File: src/rtl/uart_tx_arbiter.sv
// Purpose : round-robin share of one UART transmitter among NUM_REQ byte producers.
// Latency : valid seen in IDLE at edge t -> tx_en/req_ready pulse in cycle t+1.
// Backpr. : no grant while tx_busy=1 or a frame is in flight; requesters hold valid until req_ready.
//
// Ports:
//   clk, rst             system clock, synchronous active-high reset
//   req_valid/req_data   per-requester byte pending; byte i at req_data[8*i+7:8*i]
//   req_ready            one-hot 1-cycle accept pulse
//   tx_en/tx_data        start pulse and byte to the transmitter
//   tx_busy              transmitter frame in progress
//   grant_id             current/last granted requester
//   arb_busy             sequencer not idle
//   done / timeout_err   1-cycle completion / no-busy-rise pulses (exclusive)
module uart_tx_arbiter #(
  parameter  int NUM_REQ      = 4,
  parameter  int BUSY_TIMEOUT = 1024,
  localparam int GW           = (NUM_REQ > 1) ? $clog2(NUM_REQ) : 1,
  localparam int CW           = $clog2(BUSY_TIMEOUT + 1)
) (
  input  logic                   clk,
  input  logic                   rst,
  input  logic [NUM_REQ-1:0]     req_valid,
  input  logic [NUM_REQ*8-1:0]   req_data,
  output logic [NUM_REQ-1:0]     req_ready,
  output logic                   tx_en,
  output logic [7:0]             tx_data,
  input  logic                   tx_busy,
  output logic [GW-1:0]          grant_id,
  output logic                   arb_busy,
  output logic                   done,
  output logic                   timeout_err
);

  typedef enum logic [1:0] {
    IDLE      = 2'd0,
    LAUNCH    = 2'd1,
    WAIT_BUSY = 2'd2,
    WAIT_DONE = 2'd3
  } state_t;

  state_t          state;
  logic [GW-1:0]   last_grant;
  logic [CW-1:0]   busy_cnt;

  logic            found;
  logic [GW-1:0]   pick;
  logic [GW-1:0]   idx;
  logic [7:0]      pick_data;

  // Rotating priority: scan last_grant+1, +2, ... and take the first valid.
  always_comb begin
    found     = 1'b0;
    pick      = last_grant;
    idx       = '0;
    pick_data = '0;
    for (int i = 1; i <= NUM_REQ; i++) begin
      idx = GW'((int'(last_grant) + i) % NUM_REQ);
      if (!found && req_valid[idx]) begin
        found = 1'b1;
        pick  = idx;
      end
    end
    for (int j = 0; j < NUM_REQ; j++) begin
      if (GW'(j) == pick) pick_data = req_data[8*j +: 8];
    end
  end

  assign arb_busy = (state != IDLE);

  always_ff @(posedge clk) begin
    if (rst) begin
      state       <= IDLE;
      req_ready   <= '0;
      tx_en       <= 1'b0;
      tx_data     <= '0;
      grant_id    <= '0;
      done        <= 1'b0;
      timeout_err <= 1'b0;
      last_grant  <= GW'(NUM_REQ - 1);
      busy_cnt    <= '0;
    end else begin
      // All pulse outputs default low; each is raised for exactly one cycle.
      req_ready   <= '0;
      tx_en       <= 1'b0;
      done        <= 1'b0;
      timeout_err <= 1'b0;
      case (state)
        IDLE: begin
          if (found && !tx_busy) begin
            tx_data   <= pick_data;
            grant_id  <= pick;
            req_ready <= NUM_REQ'(1) << pick;
            tx_en     <= 1'b1;
            state     <= LAUNCH;
          end
        end
        LAUNCH: begin
          busy_cnt <= '0;
          state    <= WAIT_BUSY;
        end
        WAIT_BUSY: begin
          if (tx_busy) begin
            state <= WAIT_DONE;
          end else if (busy_cnt == CW'(BUSY_TIMEOUT - 1)) begin
            // This is the BUSY_TIMEOUT-th cycle without a busy rise.
            timeout_err <= 1'b1;
            last_grant  <= grant_id;
            state       <= IDLE;
          end else begin
            busy_cnt <= busy_cnt + CW'(1);
          end
        end
        WAIT_DONE: begin
          if (!tx_busy) begin
            done       <= 1'b1;
            last_grant <= grant_id;
            state      <= IDLE;
          end
        end
        default: state <= IDLE;
      endcase
    end
  end

endmodule

File: config.mk
export PLATFORM = sky130hd
export DESIGN_NAME = uart_tx_arbiter
export DESIGN_NICKNAME = d
export VERILOG_FILES = /design/src/rtl/uart_tx_arbiter.sv
export SDC_FILE = /design/constraint.sdc
export NUM_CORES = 1
export LEC_CHECK = 0
export BUFFER_PORTS_ARGS = -buffer_cell sky130_fd_sc_hd__buf_2
export CAP_MARGIN = 20
export CORE_ASPECT_RATIO = 1.1
export CORE_UTILIZATION = 30
export DETAILED_ROUTE_END_ITERATION = 8
export GPL_TIMING_DRIVEN = 0
export HOLD_SLACK_MARGIN = 0.15
export SYNTH_ARGS = -nofsm -noshare
export SYNTH_HDL_FRONTEND = slang
export SYNTH_SLANG_ARGS = --single-unit
File: constraint.sdc
create_clock -name clk -period 3.53 [get_ports clk]
set_input_delay 0.5295 -clock clk [delete_from_list [all_inputs] [get_ports clk]]
set_output_delay 0.5295 -clock clk [all_outputs]
set_load 0.01 [all_outputs]
==> run summary <==
Worst slew margin = 54.9%
reg2reg setup slack = 1.60 ns
area occupied by multi-input gates = 1030 um2
Cells after Synth = 203
Post-Place Cell Area = 2120 um2
max frequency = 518 MHz
hold crit path type = register to register
Fin Setup TNS = 0 ns
number of max-cap violations = 0
post-placement setup slack = 1.31 ns
global-route wire length before repair = 7.03 mm
Final Wtd Congestion = 0.784
diodes inserted = 0
Initial Utilization = 31.9%
worst path required time = 3.73 ns
Critical Path AT = 2.13 ns
Via density = 4.92
DIE AREA = 6160 um2
CP Max Fanout = 10
H-tree depth = 2
async set-reset flop share out of synthesis = 0%
total chip power = 0.000857 W
area delta synth->final = 26.5%
CTS tree = built
Remaining DRCs = 0
CTS max path bufs = 2
flip-flop and latch area = 641 um2
# nets final = 305
largest net degree at the start of global routing = 11
# rows = 28
Avg Cell Area, Syn = 8.65 um2
register bit total from synthesis = 32
outcome = completed
worst setup margin = 1.60 ns
Final Hold Vio Count = 0
vias in the first global route = 1551
initial antenna violation count = 0
Post-synth EDFFs = 0
post-cts resize count = 0
chip width = 74.9 um
CP Launch Type = register
die height = 82.2 um
share of post-route cells with drive strength above 1 = 34.7%
Seq/Total Area, Yosys = 36.5%
Synth Flop Type = dfxtp_1
crit path kind = register to register
Detailed Place HPWL = 3.31 mm
Yosys cell types = 43
Avg WL per Cell = 12.7 um
Core ar. = 5500 um2
Synth Warn # = 0
clk_skew = 0.00892 ns
Cell Area, Synth = 1760 um2
fill count = 584
final global-route overflow total = 0
P per Cell Area = 386 nW/um2
Inserted Clock Buffers = 5
crit end category = register
CTS Hold Buffers Added = 0
final setup fails = 0
TritonRoute pass-1 iters = 4
Final ANT Viol Nets = 0
worst skew pair latency = 0.28 ns
number of top-level pins = 57
CTS clk-pin slew, worst paths = 0.07 ns
port bufs = 55
Initial DRC Count = 47
Syn Nets = 243
worst-case vdd ir drop = 0.000134 V
Worst-Margin Slew = 0.672 ns
Post-CTS Setup Repair Bufs = 0
RSZ-0062 raised after global routing = no
Max Transition Viols Final = 0
final WL = 4.33 mm
Pleak = 0.913 nW
period utilisation layout = 54.7%
via count = 1672
Min Clock Period, post-route = 1.93 ns
post-route cell area = 2220 um2
GRT Total Usage = 15.2%
CTS root buffer = clkbuf_8
Clock Sinks = 32
-- worst paths after layout --
check,from,endpoint,cells after the start
worst min-delay path,busy_cnt[10],busy_cnt[10],2
worst max-delay path,busy_cnt[0],busy_cnt[5],6
worst max register to register,busy_cnt[0],busy_cnt[5],6
worst min register to register,busy_cnt[10],busy_cnt[10],2
-- synth_stat cells (all sizes together), types with 3 or more instances --
cell type | n | area (um2)
nand2b | 3 | 18.8
nand3 | 9 | 45.0
dfxtp | 32 | 641
nor2 | 21 | 81.3
mux2 | 7 | 101
or3 | 7 | 43.8
o21ai | 13 | 65.1
a21oi | 14 | 70.1
nand2 | 14 | 52.6
mux2i | 3 | 30.0
buf | 8 | 61.3
nor4 | 16 | 175
nor3 | 20 | 100
clkbuf | 4 | 15.0
and2 | 3 | 18.8
-- flip-flops by register name, indices dropped and copies added (netlist names) --
name	cells
busy_cnt	11
done	1
grant_id	2
last_grant	2
req_ready	4
state	2
timeout_err	1
tx_data	8
tx_en	1
-- logic make-up (layout without fill, tap and decap cells) --
kind of cell	count (synthesis)	after routing	share of synthesized area, %
and+or+nand+nor	107	107	36.4
AOI/OAI and AO/OA	38	38	13.7
DFF	32	32	36.5
buffers and inverters	14	76	4.78
muxes	10	10	7.48
adders and majority gates	1	1	0.713
xor gates and xnor gates	1	1	0.499
-- area by class of cell --
type / instances / area share (%)
clock buffer: 7 / 4.34
inverter: 2 / 0.338
timing repair buffer: 55 / 12.4
sequential: 32 / 28.8
buffer: 12 / 3.44
tap: 75 / 4.23
multi-input combinational: 157 / 46.4
-- critical path, stage by stage, from the launching register on --
cell	delay, ns
dfxtp_1	0.35
ha_1	0.30
and4b_1	0.24
nand3_1	0.16
nand2_1	0.22
or4_1	0.44
o21ai_0	0.15
-- cell usage in the layout (no fill, tap or decap), types with 3 or more instances in the layout --
cell	Yosys	layout
o21ai_0	13	13
nand2_1	14	14
dfxtp_1	32	32
mux2i_1	3	3
buf_2	4	59
nor3_1	20	20
clkbuf_1	4	4
buf_6	3	3
clkbuf_8	0	7
or3_1	7	7
nor4_1	4	4
and2_1	3	3
a21oi_1	14	14
nand3_1	9	9
nor2_1	20	20
nor4_2	12	12
mux2_4	6	6
nand2b_1	3	3
-- power breakdown --
group	internal, W	total, W	switching, W
combinational	0.0000701	0.000163	0.0000927
clock	0.000174	0.000304	0.000130
sequential	0.000379	0.000390	0.0000108
total	0.000623	0.000857	0.000234
-- stage by stage --
step	cells	hold WS [ns]	util, %
final	340	0.457	40.4
after global routing	340	0.480	40.4
after CTS	340	0.461	40.4
after detailed placement	333	0.450	38.6
after global placement	333	0.452	38.6
after floorplan	203	0.427	-
-- layer usage --
metal  GRT usage (%)  up-vias  part of all wire [%]
met4            5.09        0                  0.95
met5               0        -                     0
met3            4.25        5                   4.5
li1                -      873                     -
met1            16.9      759                    44
met2            27.4       35                    51
No activity file was read; power rests on OpenSTA's default activity.
